[src/rtl/tdm_mux_8x1_pkg.sv]
// Shared definitions for the TDM 8:1 serializer: FSM state encodings and default channel count.
package tdm_mux_8x1_pkg;

    typedef logic [0:0] tdm_state_t;

    localparam tdm_state_t ST_IDLE = 1'b0;
    localparam tdm_state_t ST_SEND = 1'b1;

    localparam int unsigned TDM_N_CH_DEFAULT = 8;

endpackage

[src/rtl/tdm_mux_8x1_if.sv]
// Frame-in / serial-out bundle of the TDM serializer; the slave modport is the serializer side.
interface tdm_mux_8x1_if #(
    parameter int unsigned N_CH = tdm_mux_8x1_pkg::TDM_N_CH_DEFAULT
);
    localparam int unsigned SEL_W = $clog2(N_CH);

    logic             en;
    logic [N_CH-1:0]  d_in;
    logic             d_valid;
    logic             d_ready;
    logic             y;
    logic             y_valid;
    logic [SEL_W-1:0] sel;
    logic             sof;
    logic             eof;

    modport master (
        output en, d_in, d_valid,
        input  d_ready, y, y_valid, sel, sof, eof
    );

    modport slave (
        input  en, d_in, d_valid,
        output d_ready, y, y_valid, sel, sof, eof
    );

endinterface

[src/rtl/tdm_sel_counter.sv]
// Modulo-N_CH channel index counter with clear, load-to-first-index, direction and terminal flags.
module tdm_sel_counter #(
    parameter int unsigned N_CH      = 8,
    parameter bit          MSB_FIRST = 1'b0,
    localparam int unsigned SEL_W    = $clog2(N_CH)
) (
    input  logic             clk,
    input  logic             rst,
    input  logic             step_i,
    input  logic             load_i,
    input  logic             clr_i,
    output logic [SEL_W-1:0] cnt_o,
    output logic             first_o,
    output logic             last_o,
    output logic             in_range_o
);

    localparam logic [SEL_W-1:0] TOP_IDX   = SEL_W'(N_CH - 1);
    localparam logic [SEL_W-1:0] FIRST_IDX = MSB_FIRST ? TOP_IDX : '0;
    localparam logic [SEL_W-1:0] LAST_IDX  = MSB_FIRST ? '0 : TOP_IDX;

    logic [SEL_W-1:0] cnt_q, cnt_d;

    always_comb begin
        cnt_d = cnt_q;
        if (clr_i) begin
            cnt_d = '0;
        end else if (load_i) begin
            cnt_d = FIRST_IDX;
        end else if (step_i) begin
            if (MSB_FIRST) begin
                cnt_d = (cnt_q == '0) ? TOP_IDX : cnt_q - SEL_W'(1);
            end else begin
                cnt_d = (cnt_q == TOP_IDX) ? '0 : cnt_q + SEL_W'(1);
            end
        end
    end

    always_ff @(posedge clk or posedge rst) begin
        if (rst) begin
            cnt_q <= '0;
        end else begin
            cnt_q <= cnt_d;
        end
    end

    assign cnt_o   = cnt_q;
    assign first_o = (cnt_q == FIRST_IDX);
    assign last_o  = (cnt_q == LAST_IDX);

    // A power-of-two channel count leaves no unused codes to guard against.
    if ((1 << SEL_W) == N_CH) begin : g_full_range
        assign in_range_o = 1'b1;
    end else begin : g_part_range
        assign in_range_o = (cnt_q <= TOP_IDX);
    end

endmodule

[src/rtl/tdm_mux_8x1.sv]
// Time-division N_CH:1 serializer: accepts one parallel frame, emits one channel per enabled clock.
module tdm_mux_8x1
    import tdm_mux_8x1_pkg::*;
#(
    parameter int unsigned N_CH      = TDM_N_CH_DEFAULT,
    parameter bit          MSB_FIRST = 1'b0
) (
    input  logic          clk,
    input  logic          rst,
    tdm_mux_8x1_if.slave  bus
);

    localparam int unsigned SEL_W = $clog2(N_CH);

    tdm_state_t       state_q, state_d;
    logic [N_CH-1:0]  frame_q, frame_d;
    logic [SEL_W-1:0] sel;
    logic             first, last, in_range;
    logic             ctr_step, ctr_load, ctr_clr;
    logic             sending, d_ready, accept;

    tdm_sel_counter #(
        .N_CH      (N_CH),
        .MSB_FIRST (MSB_FIRST)
    ) u_sel_counter (
        .clk        (clk),
        .rst        (rst),
        .step_i     (ctr_step),
        .load_i     (ctr_load),
        .clr_i      (ctr_clr),
        .cnt_o      (sel),
        .first_o    (first),
        .last_o     (last),
        .in_range_o (in_range)
    );

    assign sending = (state_q == ST_SEND);
    assign d_ready = bus.en & ~rst & (~sending | last);
    assign accept  = bus.d_valid & d_ready;

    // Accept takes priority at the last channel so back-to-back frames leave no gap.
    always_comb begin
        state_d  = state_q;
        frame_d  = frame_q;
        ctr_step = 1'b0;
        ctr_load = 1'b0;
        ctr_clr  = 1'b0;
        if (bus.en) begin
            if (accept) begin
                state_d  = ST_SEND;
                frame_d  = bus.d_in;
                ctr_load = 1'b1;
            end else if (sending && (last || !in_range)) begin
                state_d = ST_IDLE;
                ctr_clr = 1'b1;
            end else if (sending) begin
                ctr_step = 1'b1;
            end else begin
                ctr_clr = 1'b1;
            end
        end
    end

    always_ff @(posedge clk or posedge rst) begin
        if (rst) begin
            state_q <= ST_IDLE;
            frame_q <= '0;
        end else begin
            state_q <= state_d;
            frame_q <= frame_d;
        end
    end

    assign bus.d_ready = d_ready;
    assign bus.y       = sending & frame_q[sel];
    assign bus.y_valid = sending;
    assign bus.sel     = sel;
    assign bus.sof     = sending & first;
    assign bus.eof     = sending & last;

endmodule

[src/flat_wrapper.sv]
// flat-port wrapper written by rule: the top's interface ports become plain ports
module tdm_mux_8x1_flat import tdm_mux_8x1_pkg::*;
#(
    parameter int unsigned N_CH      = TDM_N_CH_DEFAULT,
    parameter bit          MSB_FIRST = 1'b0
)
  (clk, rst, bus_en, bus_d_in, bus_d_valid, bus_d_ready, bus_y, bus_y_valid, bus_sel, bus_sof, bus_eof);
  tdm_mux_8x1_if #(.N_CH(N_CH)) bus_i ();
  input  logic clk;
  input  logic rst;
  input wire logic [$bits(bus_i.en)-1:0] bus_en;
  input wire logic [$bits(bus_i.d_in)-1:0] bus_d_in;
  input wire logic [$bits(bus_i.d_valid)-1:0] bus_d_valid;
  output wire logic [$bits(bus_i.d_ready)-1:0] bus_d_ready;
  output wire logic [$bits(bus_i.y)-1:0] bus_y;
  output wire logic [$bits(bus_i.y_valid)-1:0] bus_y_valid;
  output wire logic [$bits(bus_i.sel)-1:0] bus_sel;
  output wire logic [$bits(bus_i.sof)-1:0] bus_sof;
  output wire logic [$bits(bus_i.eof)-1:0] bus_eof;
  assign bus_i.en = bus_en;
  assign bus_i.d_in = bus_d_in;
  assign bus_i.d_valid = bus_d_valid;
  assign bus_d_ready = bus_i.d_ready;
  assign bus_y = bus_i.y;
  assign bus_y_valid = bus_i.y_valid;
  assign bus_sel = bus_i.sel;
  assign bus_sof = bus_i.sof;
  assign bus_eof = bus_i.eof;
  tdm_mux_8x1 #(.N_CH(N_CH), .MSB_FIRST(MSB_FIRST)) u_core (.clk(clk), .rst(rst), .bus(bus_i));
endmodule
[config.mk]
export PLATFORM = sky130hd
export DESIGN_NAME = tdm_mux_8x1_flat
export DESIGN_NICKNAME = d
export VERILOG_FILES = /design/src/rtl/tdm_mux_8x1_pkg.sv /design/src/rtl/tdm_mux_8x1_if.sv /design/src/rtl/tdm_sel_counter.sv /design/src/rtl/tdm_mux_8x1.sv /design/src/flat_wrapper.sv
export SDC_FILE = /design/constraint.sdc
export NUM_CORES = 1
export LEC_CHECK = 0
export ABC_AREA = 1
export CAP_MARGIN = 20
export CORE_UTILIZATION = 25
export CTS_BUF_LIST = sky130_fd_sc_hd__clkbuf_16
export CTS_CLUSTER_SIZE = 25
export DETAILED_ROUTE_END_ITERATION = 7
export PLACE_DENSITY = 0.46
export SLEW_MARGIN = 40
export SYNTH_ARGS = -nofsm -noshare
export SYNTH_HDL_FRONTEND = slang
export SYNTH_SLANG_ARGS = --single-unit
[constraint.sdc]
create_clock -name clk -period 3.1 [get_ports clk]
set_input_delay 0.465 -clock clk [delete_from_list [all_inputs] [get_ports clk]]
set_output_delay 0.465 -clock clk [all_outputs]
set_load 0.05 [all_outputs]
# After elaboration in Yosys (flattened, before gate mapping)
# Cells that the tools add are included.
# classes
add_sub_neg	1
magnitude_cmp	1
eq_ne	1
n_mux	18
n_bitwise	9
n_reduce_logical	6
# ops
op	n
two-way mux 1 bit	13
two-way mux 3 bit	4
bitwise AND 1 bit	6
< comparator 3 x 4 -> 1 bit, second input constant	1
AND reduction 2 bit	2
adder 3 x 1 -> 3 bit, second input constant	1
binary-select mux 1 bit (select 3 bit)	1
equality test 3 bit, second input constant	1
zero test 3 bit	1
nonzero test 3 bit	1
NOT 1 bit	2
nonzero test 2 bit	1
logical AND 1 bit	1
bitwise OR 1 bit	1
# word_totals
register_bits	12
out_inout_bits	8
elab_cells	39

# Longest topological paths before layout
# depth
word_depth	9
depth_mapped	8
mapped_depth_nobuf	7

# By module
# From an unflattened synthesis, not the netlist that was laid out.
# unflattened
hier_cells	100
hier_area_um2	759.5
# by_module_without_submodules
module	n_inst	cells_per_inst	area_each_um2	seq_area_each_um2
tdm_mux_8x1	1	71	549.3	225.2
tdm_sel_counter	1	29	210.2	75.1

# Least setup slack after synthesis
# No wires, ideal clock.
# synth_timing
path_type	register to output
start	reg u_core.u_sel_counter.cnt_q[0], in the netlist u_core.u_sel_counter.cnt_o[0]
end	out bus_d_ready
t_arrival_ns	2.355
path_slack_ns	0.280
stages_incl_launch_ff	7
path_cell_list	dfrtp_1 -> ha_1 -> ha_1 -> inv_1 -> nand2_2 -> inv_1 -> nor3_1
# synth_via
elab_chain_len	3
# synth_lines
item	line_no	source
from (decl)	tdm_sel_counter.sv:22	logic [SEL_W-1:0] cnt_q, cnt_d;
from (signal assigned)	tdm_sel_counter.sv:43	cnt_q <= cnt_d;
equality test 3 bit	tdm_sel_counter.sv:49	assign last_o = (cnt_q == LAST_IDX);
bitwise OR 1 bit	tdm_mux_8x1.sv:38	assign d_ready = bus.en & ~rst & (~sending | last);
bitwise AND 1 bit	tdm_mux_8x1.sv:38	
to (decl)	flat_wrapper.sv:14	output wire logic [$bits(bus_i.d_ready)-1:0] bus_d_ready;
# Every way passes these cells.

# Final worst setup path
# Same ends and word-level chain as after synthesis.

==> impl.org <==
** Setup path
- Startpoint-to-endpoint class of the critical path :: register to output port
- CP required :: 2630 ps
- R2R cell count :: 6
- Reg-to-reg setup timing slack :: 1570 ps
- Startpoint kind of the worst setup timing path :: register
- Setup crit end kind :: output port
- Endpoint of the worst register-to-register path :: u_core.bus.y_valid
- At the worst endpoint, the arrival time is 2250 ps.
- The worst register-to-register path begins at u_core.u_sel_counter.cnt_o[0].
- Highest fanout seen on the critical path :: 7

** Detailed routing
- Routed wl met2 :: 605 um
- Across all layers, the routed design uses 562 vias.
- After detailed routing, the average wire length per cell comes to 9.93 um.
- Highest routed layer :: met4
- Number of optimization iterations in the first detailed-route pass :: 3
- The routed design has 1360 um of wire.
- Summed over all nets, wire length on met3 after detailed routing comes to 69 um.
- Vias per Instance :: 4.10
- Drc violations :: 0
- In the final routing, the length of wire on met1 measures 673 um.
- In this run, the number of DRC markers left after iteration 0 of detailed routing was 7.
- The detail route stage leaves a number of antenna-violating nets equal to 0.

** STA
- Slew at the pin closest to its max-slew limit :: 493 ps
- Max Transition Viols Final :: 0
- Timing-limited maximum frequency :: 369 MHz
- Skew final :: 3.55 ps
- In the final timing run, aggregate negative setup slack is 0 ps.
- The worst pin sits at a relative slew slack of 0.670.
- Setup repair after global routing missed its margin :: false
- Final clock period utilization by the worst path :: 0.874
- The final hold violation count is 0.
- Setup violations remaining at the end of the flow were counted as 0.
- Setup slack closes at 389 ps.
- After layout, the minimum clock period comes to 2710 ps.

** Die
- Num rows :: 18
- Starting Density :: 0.273
- Die footprint :: 0.00300 mm2
- Floorplan Core Area :: 0.00254 mm2
- Height of the die :: 54.8 um
- The floorplan step set the die width to 54.8 um.
- Count of pins on the block boundary :: 20

** Final layout
- Highest-count cells in the layout ignoring fill and taps :: nand2_1 (21), inv_1 (19), clkdlybuf4s50_1 (19), dfrtp_1 (12), o21ai_2 (8)
- Counting the fill cells in the layout gives 282.
- 0 antenna diodes ended up in the layout.
- Number of nets at the end of the flow :: 123
- Synth-to-layout area growth :: 42.4%
- The library cell used most frequently in the layout, excluding fill and tap cells, is nand2_1.
- Layout cells sized above 1 :: 0.159

** Global routing
- First-pass GRT wire length :: 2400 um
- Entering global routing, the biggest net connects 18 pins.
- After global routing the overflow that remains totals 0.
- Global-route usage over all layers :: 0.120
- The initial antenna violation count was 0.
- The number of global-route vias before repair was 539.

** Min path
- The worst hold path belongs to the class register to register.
- Startpoint of the lowest-slack hold path :: u_core.frame_q[0]
- The worst hold path passes through 2 cells.
- The path with the worst hold slack has its endpoint at u_core.frame_q[0].

** Place
- Setup WS pre-CTS :: 444 ps
- Detailed placement ended at an HPWL of 987 um.
- Input and output buffers added on the ports amount to 19.
- Routability-driven placement finished with a final weighted congestion of 0.747.

** Clock network
- Clock transition at the registers of the reported paths :: 50 ps
- TritonCTS built the clock tree.
- Number of buffers added for setup after CTS :: 0
- Clock latency on the worst-skew pair, taken at its later pin, is 240 ps.
- Number of clock sinks :: 12
- CTS Root Cell :: clkbuf_16
- Buffers from clock root to sink, at most :: 2
- In this run, post-CTS hold repair placed 0 buffers.
- CTS buffer count :: 3
- Number of levels in the clock H-tree :: 1
- Total of cells resized after clock tree synthesis :: 0

** Yosys
- Syn Inst Count :: 85
- The netlist uses 16 different library cells.
- In this run the cell area of the synthesized design comes to 696 um2.
- Synth warn :: 0
- Share of synthesized area occupied by flip-flops and latches :: 0.432
- The average instance in the mapped netlist occupies 8.18 um2.
- Synth Net Count :: 100
- Synthesis inferred 12 register bits.

** Flow run
- Number of max-cap violations :: 0

** Power and ir drop
- For this design the static power due to leakage is 0.000492 uW.
- For this design the ratio of total power to cell area is 950 mW/mm2.
- The worst-case IR drop observed on VDD is 468 uV.
- Power comes to 942 uW.

** Outcome
- Status :: finished clean
==> final cells by class <==
type,instances,area (um2),area share
Clock buffer,3,75.1,0.0758
Clock inverter,1,3.75,0.00379
Inverter,21,78.8,0.0795
Multi-Input combinational cell,51,305,0.308
Sequential cell,12,300,0.303
Tap cell,30,37.5,0.0379
Timing Repair Buffer,19,190,0.192
==> routing by layer <==
layer,up-vias,global-route usage
met1,243,0.145
met5,-,0
met4,0,0.0513
met3,2,0.0583
li1,302,-
met2,15,0.179
==> how the worst max path moves through the flow <==
stage / from / endpoint / slack, ps / cells after the start
2_1_floorplan: u_core.u_sel_counter.cnt_o[0] / bus_d_ready / 280 / 6
3_3_place_gp: bus_en / bus_d_ready / 480 / 4
3_5_place_dp: bus_en / bus_d_ready / 440 / 4
4_1_cts: u_core.u_sel_counter.cnt_o[0] / bus_d_ready / 350 / 7
5_1_grt: u_core.u_sel_counter.cnt_o[0] / bus_d_ready / 220 / 7
6_report: u_core.u_sel_counter.cnt_o[0] / bus_d_ready / 390 / 7
==> stage by stage <==
step | instance area [um2] | hold slack (ps) | util | std cells
floorplan | 696 | 330 | - | 85
global placement | 912 | 469 | 0.358 | 133
detailed placement | 912 | 469 | 0.358 | 133
CTS | 991 | 481 | 0.389 | 137
global route | 991 | 504 | 0.389 | 137
finish | 991 | 479 | 0.389 | 137
==> cell families (layout without fill, tap and decap cells) <==
group / after synthesis / count (layout) / share of synthesized area
and+or+nand+nor: 36 / 36 / 0.252
DFF: 12 / 12 / 0.432
buffers and inverters: 22 / 44 / 0.130
adders and majority gates: 3 / 3 / 0.0540
AOI/OAI and AO/OA: 12 / 12 / 0.133
==> synth_stat cells <==
master / number / area share
buf_6: 1 / 0.016
nor2_1: 2 / 0.011
inv_1: 19 / 0.10
o21ai_0: 3 / 0.022
nand3_4: 1 / 0.025
nand2_2: 2 / 0.018
inv_2: 2 / 0.011
o211ai_1: 1 / 0.011
o21ai_2: 8 / 0.10
nand2_1: 21 / 0.11
nor2_4: 1 / 0.016
dfrtp_1: 12 / 0.43
ha_1: 3 / 0.054
nand3b_1: 1 / 0.011
nor3_1: 1 / 0.0072
nand3_1: 7 / 0.050
==> power breakdown <==
part | internal [uW] | leakage [uW] | switching [uW]
Sequential | 212 | 0.000152 | 49.2
Combinational | 162 | 0.000302 | 278
Clock | 170 | 0.0000385 | 71.6
Total | 543 | 0.000492 | 398
==> worst max-delay path, cell delays in order (launching register included) <==
cell and delay [ps]:
dfrtp_1 470, ha_1 190, ha_1 160, inv_1 50, nand2_2 90, inv_1 90
nor3_1 130, clkdlybuf4s50_1 820
==> sequential cells by signal, summed over array words and instances (netlist names) <==
name	cells
u_core.u_sel_counter.cnt_o	3
u_core.bus.y_valid	1
u_core.frame_q	8
No activity file was read; power rests on OpenSTA's default activity.
